### src/rtl/chorus_tap_ctrl.sv
// chorus_tap_ctrl
// Sequences an external synchronous 1R1W RAM as a modulated delay line for a
// chorus effect. Each accepted sample is written at the write pointer while a
// read is issued at an LFO-modulated distance behind it. One cycle later the
// RAM data is captured as the wet sample. The dry and wet samples are then
// presented together on the output.
//
// Handshakes: a transfer happens on a rising clk_i edge where valid and ready
// are both high. valid_o, once raised, holds with dry_o/wet_o stable until
// ready_i is seen high. ready_o never depends on valid_i.
//
// Ports:
//   clk_i, reset_i        clock, synchronous active-high reset
//   data_i/valid_i/ready_o  input sample stream
//   rate_i, depth_i        LFO phase increment and modulation depth (taken at accept)
//   valid_o/dry_o/wet_o/ready_i  output stream (dry and delayed samples)
//   wr_valid_o/wr_addr_o/wr_data_o  RAM write port
//   rd_valid_o/rd_addr_o/rd_data_i  RAM read port (data one cycle after enable)
//   dbg_state             current FSM state (0 IDLE, 1 WAIT, 2 OUT)
module chorus_tap_ctrl #(
    parameter int width_p      = 16,
    parameter int depth_p      = 1024,
    parameter int base_delay_p = 512,
    parameter int lfo_width_p  = 16,
    localparam int addr_w      = $clog2(depth_p)
) (
    input  logic                   clk_i,
    input  logic                   reset_i,
    input  logic [width_p-1:0]     data_i,
    input  logic                   valid_i,
    output logic                   ready_o,
    input  logic [lfo_width_p-1:0] rate_i,
    input  logic [addr_w-1:0]      depth_i,
    output logic                   valid_o,
    output logic [width_p-1:0]     dry_o,
    output logic [width_p-1:0]     wet_o,
    input  logic                   ready_i,
    output logic                   wr_valid_o,
    output logic [addr_w-1:0]      wr_addr_o,
    output logic [width_p-1:0]     wr_data_o,
    output logic                   rd_valid_o,
    output logic [addr_w-1:0]      rd_addr_o,
    input  logic [width_p-1:0]     rd_data_i,
    output logic [1:0]             dbg_state
);

    localparam int tri_w = lfo_width_p - 1;
    localparam logic [addr_w-1:0] dep_max  = addr_w'(base_delay_p - 1);
    localparam logic [addr_w-1:0] base_d   = addr_w'(base_delay_p);
    localparam logic [addr_w:0]   fill_max = (addr_w + 1)'(depth_p);

    typedef enum logic [1:0] {
        IDLE = 2'd0,
        WAIT = 2'd1,
        OUT  = 2'd2
    } state_t;

    state_t                  state;
    state_t                  state_n;
    logic [addr_w-1:0]       wr_ptr;
    logic [lfo_width_p-1:0]  phase;
    logic [addr_w:0]         fill;
    logic                    zero;
    logic                    accept;

    logic [tri_w-1:0]        tri_val;
    logic [addr_w-1:0]       dep;
    logic [tri_w+addr_w-1:0] prod;
    logic [addr_w-1:0]       offset;
    logic [addr_w-1:0]       d;

    // Triangle LFO from the pre-update phase. Since offset <= dep <= base-1,
    // d stays in 1..base, so the read never lands on the write address.
    always_comb begin
        tri_val = phase[lfo_width_p-1] ? ~phase[tri_w-1:0] : phase[tri_w-1:0];
        dep     = (depth_i > dep_max) ? dep_max : depth_i;
        prod    = {{addr_w{1'b0}}, tri_val} * {{tri_w{1'b0}}, dep};
        offset  = prod[tri_w +: addr_w];
        d       = base_d - offset;
    end

    // Next-state and handshake outputs.
    always_comb begin
        state_n = state;
        ready_o = 1'b0;
        valid_o = 1'b0;
        case (state)
            IDLE: ready_o = 1'b1;
            WAIT: state_n = OUT;
            OUT: begin
                valid_o = 1'b1;
                ready_o = ready_i;
            end
            default: state_n = IDLE;
        endcase
        // A new sample may enter in the same cycle the previous output leaves.
        accept = valid_i & ready_o & ~reset_i;
        if (state == IDLE && accept) begin
            state_n = WAIT;
        end else if (state == OUT && ready_i) begin
            state_n = accept ? WAIT : IDLE;
        end
    end

    // RAM port drive: both accesses happen only in the accept cycle.
    always_comb begin
        wr_valid_o = accept;
        wr_addr_o  = wr_ptr;
        wr_data_o  = data_i;
        rd_valid_o = accept;
        rd_addr_o  = wr_ptr - d;   // wraps naturally, depth is a power of two
    end

    always_ff @(posedge clk_i) begin
        if (reset_i) begin
            state  <= IDLE;
            wr_ptr <= '0;
            phase  <= '0;
            fill   <= '0;
            zero   <= 1'b0;
            dry_o  <= '0;
            wet_o  <= '0;
        end else begin
            state <= state_n;
            if (accept) begin
                dry_o  <= data_i;
                // Too few samples written yet: the tap would hit unwritten RAM.
                zero   <= (fill < {1'b0, d});
                phase  <= phase + rate_i;
                wr_ptr <= wr_ptr + 1'b1;
                if (fill != fill_max) begin
                    fill <= fill + 1'b1;
                end
            end
            if (state == WAIT) begin
                wet_o <= zero ? '0 : rd_data_i;
            end
        end
    end

    assign dbg_state = state;

endmodule

### config.mk
export PLATFORM = sky130hd
export DESIGN_NAME = chorus_tap_ctrl
export DESIGN_NICKNAME = d
export VERILOG_FILES = /design/src/rtl/chorus_tap_ctrl.sv
export SDC_FILE = /design/constraint.sdc
export NUM_CORES = 1
export LEC_CHECK = 0
export CORE_MARGIN = 2
export CORE_UTILIZATION = 35
export CTS_CLUSTER_DIAMETER = 30
export CTS_CLUSTER_SIZE = 16
export DETAILED_ROUTE_END_ITERATION = 10
export DONT_BUFFER_PORTS = 1
export HOLD_SLACK_MARGIN = 0.06
export SYNTH_ARGS = -nofsm -noshare
export SYNTH_HDL_FRONTEND = slang
export SYNTH_SLANG_ARGS = --single-unit
### constraint.sdc
create_clock -name clk_i -period 17.4 [get_ports clk_i]
set_clock_uncertainty 0.1 [all_clocks]
set_input_delay 5.22 -clock clk_i [delete_from_list [all_inputs] [get_ports clk_i]]
set_output_delay 5.22 -clock clk_i [all_outputs]
set_load 0.05 [all_outputs]
==> results of run 1 <==
metal layers:
metal | vias up | routed length (um) | global-route usage | part of all wire
met4 | 0 | 578 | 0.0636 | 0.024
met5 | - | 0 | 0 | 0
met1 | 3575 | 10300 | 0.229 | 0.44
li1 | 3656 | - | - | -
met2 | 218 | 11000 | 0.299 | 0.46
met3 | 43 | 1790 | 0.0414 | 0.075
cell usage in the layout (no fill, tap or decap), types with 6 or more instances in the layout:
master and count:
clkbuf_16 9, and3_1 9, nand2_2 7, buf_12 7
and2_1 6, o21a_1 7, o211ai_1 7, nor2b_1 10
nor3_1 16, a21o_1 12, nand2_1 128, conb_1 15
o21ai_1 7, nor2_1 118, o21ai_0 29, nand3_1 13
nor3b_1 16, dfxtp_1 72, nand2b_1 7, fa_1 98
xnor2_1 28, buf_4 93, xor2_1 39, a21oi_1 65
ha_1 76, ha_4 13, xnor2_2 6, nor2_2 6
buf_6 7, inv_2 19, inv_1 111
cell usage after synthesis (4+ instances only):
cell      number
a211oi_1       5
a21o_1        12
a21oi_1       68
and2_1         6
and3_1         9
and4_1         5
buf_4         17
clkbuf_1      33
dfxtp_1       72
fa_1         103
ha_1          90
inv_1        130
maj3_1         4
mux2i_1        4
nand2_1      136
nand2b_1       7
nand3_1       13
nand3b_1       4
nand4_1        4
nor2_1       129
nor2b_1       11
nor3_1        19
nor3b_1       17
nor4_1         5
o211ai_1       7
o21a_1         7
o21ai_0       36
o21bai_1       4
or2_2          7
xnor2_1       34
xor2_1        41
worst max-delay path, delay by kind of cell:
kind | cells | cell delay, ns
adders and majority gates | 10 | 3.99
AOI/OAI and AO/OA | 9 | 1.46
buffers and inverters | 8 | 0.76
and+or+nand+nor | 4 | 0.49
xor gates and xnor gates | 1 | 0.19
worst min path at each step:
stage,start,endpoint,depth (start not counted)
finish,phase[13],phase[13],2
floorplan,phase[11],phase[11],2
global placement,phase[12],phase[12],2
detailed placement,phase[12],phase[12],2
CTS,phase[12],phase[12],2
global route,phase[12],phase[12],2
kinds of logic (layout without fill, tap and decap cells):
| family | Yosys count | count (layout) | synth area share |
|---|---|---|---|
| and+or+nand+nor | 383 | 384 | 0.196 |
| adders and majority gates | 199 | 199 | 0.361 |
| buffers and inverters | 185 | 255 | 0.0851 |
| AOI/OAI and AO/OA | 163 | 163 | 0.113 |
| xor gates and xnor gates | 78 | 78 | 0.0784 |
| DFF | 72 | 72 | 0.160 |
| muxes | 5 | 5 | 0.00570 |
| other | 2 | 15 | 0.000834 |
state kept, by name, summed over array words and instances (netlist names):
signal and cells:
fill 11, wet_o 16, zero 1, phase 16, dbg_state 2, dry_o 16
wr_addr_o 10
through the flow:
stage                     hold WS [ns]  setup TNS (ns)
final                            0.391         -0.0431
after floorplan                  0.360          -0.137
after detailed placement         0.375          -0.340
after global routing             0.408          -0.525
after global placement           0.370          -0.115
after CTS                        0.386         -0.0269
cell type report:
| class | count | share of cell area |
|---|---|---|
| flip-flops and latches | 72 | 0.132 |
| clock inverters | 7 | 0.00632 |
| clock buffers | 9 | 0.0207 |
| repair buffers | 108 | 0.0856 |
| inverters | 131 | 0.0454 |
| multi-input cells | 844 | 0.672 |
| well taps | 330 | 0.0379 |
what timing repair did:
action	4_1_cts	5_1_grt
buffers inserted	23	23
pin swaps	23	60
cloned	0	1
gates resized for setup	19	63
setup endpoints to repair	2	4
endpoints found under the hold margin	0	0
hold buffers	0	0
==> metrics.md, run 1 <==
| Metric | Value |
|---|---|
| Final hold vios | 0 |
| Yosys top cell area share | 0.229 |
| Crit path from | depth_i[9] |
| Setup WS pre-CTS | -0.215 ns |
| Warnings from Yosys | 0 |
| Setup ws final | -0.0431 ns |
| Routed len/inst | 15.8 um |
| Required @ worst endpoint | 12.08 ns |
| Vias in the first global route | 7760 |
| Seq. cell area | 1440 um^2 |
| Sinks on Clock Net | 72 |
| CORE AREA | 25200 um^2 |
| Outcome | finished, violations left |
| Synth area leaders | fa_1, dfxtp_1, ha_1, nand2_1, inv_1 |
| Max Cap Viol | 0 |
| Setup repair after global routing missed its margin | yes |
| Post-Layout Cell Count | 1501 |
| Layout area overhead | 21.0% |
| RD Place Congestion | 0.886 |
| Failing checks | setup timing |
| Rel. slew slack | 0.273 |
| Reg2Reg Capture Point | zero |
| Total track usage | 0.180 |
| Largest area contributor in the netlist | fa_1 |
| Clk slew on worst S/H paths | 0.07 ns |
| Worst setup EP type | primary output |
| Antenna diodes | 0 |
| Total wire length | 23700 um |
| Crit-path max FO | 29 |
| Final core occ | 0.433 |
| R2R cell count | 30 |
| Dpl cells | 1440 |
| Mean Syn Cell Area | 8.28 um^2 |
| Slowest-stage cell, CP | fa_1 |
| DP Area | 9950 um^2 |
| Highest clock rate | 0.0573 GHz |
| Worst min path class | reg2reg |
| Layout cell share with drive strength beyond 1 | 0.197 |
| Die H | 164 um |
| Post-synthesis sequential area ratio | 0.160 |
| First-pass GRT wire length | 38700 um |
| Largest net degree at the start of global routing | 75 |
| # fillers | 2472 |
| H-tree depth | 3 |
| Final setup vio count | 1 |
| Worst Path Arrival | 12.12 ns |
| Die Area | 27000 um^2 |
| Crit start category | input pin |
| Fin crit share | 1.00 |
| Clock buffer depth | 2 |
| Final nets | 1421 |
| Overflow after GRT | 0 |
| Via density | 4.99 |
| # DRC | 0 |
| Num ports | 136 |
| Worst Tran Pin Value | 1.09 ns |
| Multi-input logic area | 7320 um^2 |
| Fin crit period | 17.44 ns |
| Top cell by count, worst path | fa_1 |
| Num CTS Buffers | 9 |
| Initial core utilization | 0.357 |
| Mapped Area | 9000 um^2 |
| Post-Synthesis Cells | 1087 |
| DRT iter0 DRCs | 351 |
| Final instance area | 10900 um^2 |
| Final-report max-slew violation count | 0 |
| Ys flop type | dfxtp_1 |
| Root buf cell | clkbuf_16 |
| # port buffers | 0 |
| Worst stage delay on the critical path | 0.57 ns |
| Reg-to-reg slack, setup | 9.12 ns |
| Initial antenna violation count | 0 |
| Via count | 7492 |
| HPWL after detailed placement | 18500 um |
| CP Class | in2out |
| Distinct cells, synth | 64 |
| FF+latch count, synth | 72 |
| CTS tree | done |
| Row cnt | 58 |
| End of the critical path | rd_addr_o[9] |
| Worst r2r src | phase[15] |
| Post-synth EDFFs | 0 |
| Detail Route Antenna Nets | 0 |
| Post-synth ARST share | 0 |
| Die X | 164 um |
| Pre-antenna DRT Iters | 5 |
| Worst skew pair latency | 0.34 ns |
Power of run 1 is left out: the tool's default activity adds up to more than one toggle a clock period on the data nets, which glitch-free logic cannot reach.
==> run 2: changes to the inputs <==
ABC_AREA = 1   (was default)
==> run 2 against run 1 <==
  * The run now ends clean
  * Synthesized cell count up 17%
  * Cell area down 7.0%
  * Register-to-register slack better by 0.54 ns
  * Worst setup slack better by 0.42 ns
  * Global-route usage down 0.48 points
  * Via count up 6.9%
  * Flip-flop and latch count unchanged
  * Cell count up 8.1%
  * Critical endpoint unchanged
  * Non-clock buffer count down 80
  * Critical path depth up 1
  * Core utilization down 4.3 points
  * Synthesized area up 2.6%
==> metrics.md, run 2 <==
| Metric | Value |
|---|---|
| Outcome | completed |
| Num ports | 136 (unchanged) |
| Required @ worst endpoint | 12.08 ns (about the same) |
| Simple-gate area share of the yosys netlist | 0.261 (+0.0646) |
| Distinct cells, synth | 44 (-31%) |
| First-pass GRT wire length | 39900 um (+3.3%) |
| Seq. cell area | 1440 um^2 (unchanged) |
| Post-synth EDFFs | 0 (unchanged) |
| RD Place Congestion | 0.919 (+3.8%) |
| Crit start category | input pin |
| Final nets | 1537 (+8.2%) |
| Worst setup EP type | primary output |
| Setup WS pre-CTS | 0.0195 ns (+0.234 ns) |
| Post-synthesis compound-gate area fraction | 0.0973 (-0.0153) |
| Layout cell share with drive strength beyond 1 | 0.0769 (-0.120) |
| Clock buffer depth | 2 (unchanged) |
| Root buf cell | clkbuf_16 |
| Warnings from Yosys | 0 (unchanged) |
| Yosys top cell area share | 0.223 (-0.00571) |
| H-tree depth | 3 (unchanged) |
| Antenna diodes | 0 (unchanged) |
| Commonest cells in the netlist | nand2_1, inv_1, nor2_1 |
| Multi-input logic area | 6820 um^2 (-6.8%) |
| CORE AREA | 26000 um^2 (+3.2%) |
| Post-Synthesis Cells | 1274 (+17%) |
| Rel. slew slack | 0.309 (+0.0359) |
| Setup ws final | 0.380 ns (+0.423 ns) |
| Die Area | 27700 um^2 (+2.5%) |
| DRT iter0 DRCs | 531 (+51%) |
| Row cnt | 59 (+1.7%) |
| Final setup vio count | 0 (-1) |
| Post-Layout Cell Count | 1622 (+8.1%) |
| Pre-antenna DRT Iters | 5 (unchanged) |
| Adder-Cell Fraction of Synth Area | 0.345 (-0.0158) |
| Die X | 166 um (+1.2%) |
| Top cell by count, worst path | nand2_1 |
| Slowest-stage cell, CP | fa_1 |
| Hold buffer count at CTS | 0 (unchanged) |
| Worst skew pair latency | 0.34 ns (about the same) |
| Mux cell area share after synthesis | 0 (-0.00570) |
| Die H | 166 um (+1.2%) |
| Mapped Area | 9230 um^2 (+2.6%) |
| Dpl cells | 1604 (+11%) |
| Worst Tran Pin Value | 1.04 ns (-0.0550 ns) |
| Worst Path Arrival | 11.70 ns (-0.42 ns) |
| Overflow after GRT | 0 (unchanged) |
| # DRC | 0 (unchanged) |
| CP Class | in2out |
| Most common cell after layout, fill and taps aside | nand2_1 |
| Total track usage | 0.175 (-0.00480) |
| Vias in the first global route | 7953 (+2.5%) |
| Crit-path max FO | 9 (-69%) |
| Largest regs | dry_o (16), phase (16), wet_o (16) |
| Sinks on Clock Net | 72 (unchanged) |
| Largest family of logic cells by synthesized area | adder cells |
| Most frequent cells in the layout | nand2_1, inv_1, nor2_1 |
| Post-synthesis sequential area ratio | 0.156 (-0.00399) |
| Highest clock rate | 0.0588 GHz (+2.5%) |
| Max Cap Viol | 0 (unchanged) |
| Num CTS Buffers | 9 (unchanged) |
| Mean Syn Cell Area | 7.25 um^2 (-12%) |
| Initial antenna violation count | 0 (unchanged) |
| Initial core utilization | 0.355 (-0.00219) |
| Worst stage delay on the critical path | 0.60 ns (+0.03 ns) |
| Via count | 8008 (+6.9%) |
| Area share of xor/xnor cells in the synthesized design | 0.0237 (-0.0547) |
| Detail Route Antenna Nets | 0 (unchanged) |
| Total wire length | 23600 um (-0.47%) |
| Most common cell in the netlist | nand2_1 |
| Worst min path class | reg2reg |
| Final-report max-slew violation count | 0 (unchanged) |
| HPWL after detailed placement | 19800 um (+7.1%) |
| # port buffers | 0 (unchanged) |
| Via density | 4.94 (-1.1%) |
| Largest area contributor in the netlist | fa_1 |
| CTS tree | done |
| Fin crit share | 0.978 (-0.0243) |
| Routed len/inst | 14.5 um (-7.9%) |
| Synth area leaders | fa_1, dfxtp_1, ha_1, nand2_1, inv_1 |
| Clk slew on worst S/H paths | 0.06 ns (about the same) |
| # fillers | 2711 (+9.7%) |
| Post-synth ARST share | 0 (unchanged) |
| Layout area overhead | 9.72% |
| Largest net degree at the start of global routing | 43 (-43%) |
| FF+latch count, synth | 72 (unchanged) |
| Ys flop type | dfxtp_1 |
| Final hold vios | 0 (unchanged) |
| Fin crit period | 17.02 ns (-0.423 ns) |
-- run 2: changes by cell type in the layout (fill, tap and decap cells not counted), sizes merged, moves of 7 or more --
cell,change
nand3,+63
o21ai,+13
a21o,-7
nand2b,-7
buf,-80
nor2b,-11
nor2,+7
a21oi,+24
and3,-7
nand2,+154
nor3b,-15
xor2,-24
inv,+85
xnor2,-29
-- run 2: final timing paths --
check / slack, ns / cells after the start / startpoint / end
setup / recovery: 0.38 / 33 / depth_i[9] / rd_addr_o[9]
hold / removal: 0.41 / 2 / phase[4] / phase[4]
setup reg to reg: 9.66 / 29 / phase[15] / zero
hold reg to reg: 0.41 / 2 / phase[4] / phase[4]
-- run 2: repair_timing --
action                                 CTS  global route
buffers inserted                         0             2
setup endpoints to repair                0             5
endpoints found under the hold margin    0             0
gates resized for setup                  0            15
-- run 2: final cells by class --
class / count / area share
Clock inverter: 7 / 0.0116
Multi-Input combinational cell: 948 / 0.673
Tap cell: 335 / 0.0414
Inverter: 223 / 0.0826
Timing Repair Buffer: 28 / 0.0269
Sequential cell: 72 / 0.142
Clock buffer: 9 / 0.0222
-- run 2: metal layers --
metal | vias up | wire (um) | track usage
met5 | - | 0 | 0
met2 | 281 | 11200 | 0.299
met1 | 3716 | 10100 | 0.225
met3 | 28 | 1940 | 0.0399
li1 | 3983 | - | -
met4 | 0 | 387 | 0.0442
-- run 2: logic make-up after synthesis --
logic type | after synthesis
xor gates and xnor gates | 25
buffers and inverters | 267
adders and majority gates | 193
AOI/OAI and AO/OA | 166
other | 2
and+or+nand+nor | 549
DFF | 72
-- run 2: worst max-delay path, delay by kind of cell --
kind | cells | cell delay (ns)
simple gates | 14 | 1.49
compound gates | 4 | 0.62
xor+xnor | 1 | 0.24
buf+inv | 6 | 0.66
fa+ha+maj | 8 | 3.46
-- run 2: per-stage QoR --
step / hold slack, ns / instance area [um^2] / TNS (ns) / util
final: 0.407 / 10100 / 0 / 0.390
after global routing: 0.431 / 10100 / -0.0500 / 0.390
after CTS: 0.406 / 10100 / 0 / 0.388
after detailed placement: 0.395 / 9740 / 0 / 0.375
after global placement: 0.389 / 9740 / 0 / 0.375
after floorplan: 0.367 / 9290 / 0 / -
Power of run 2 is left out for the same reason.
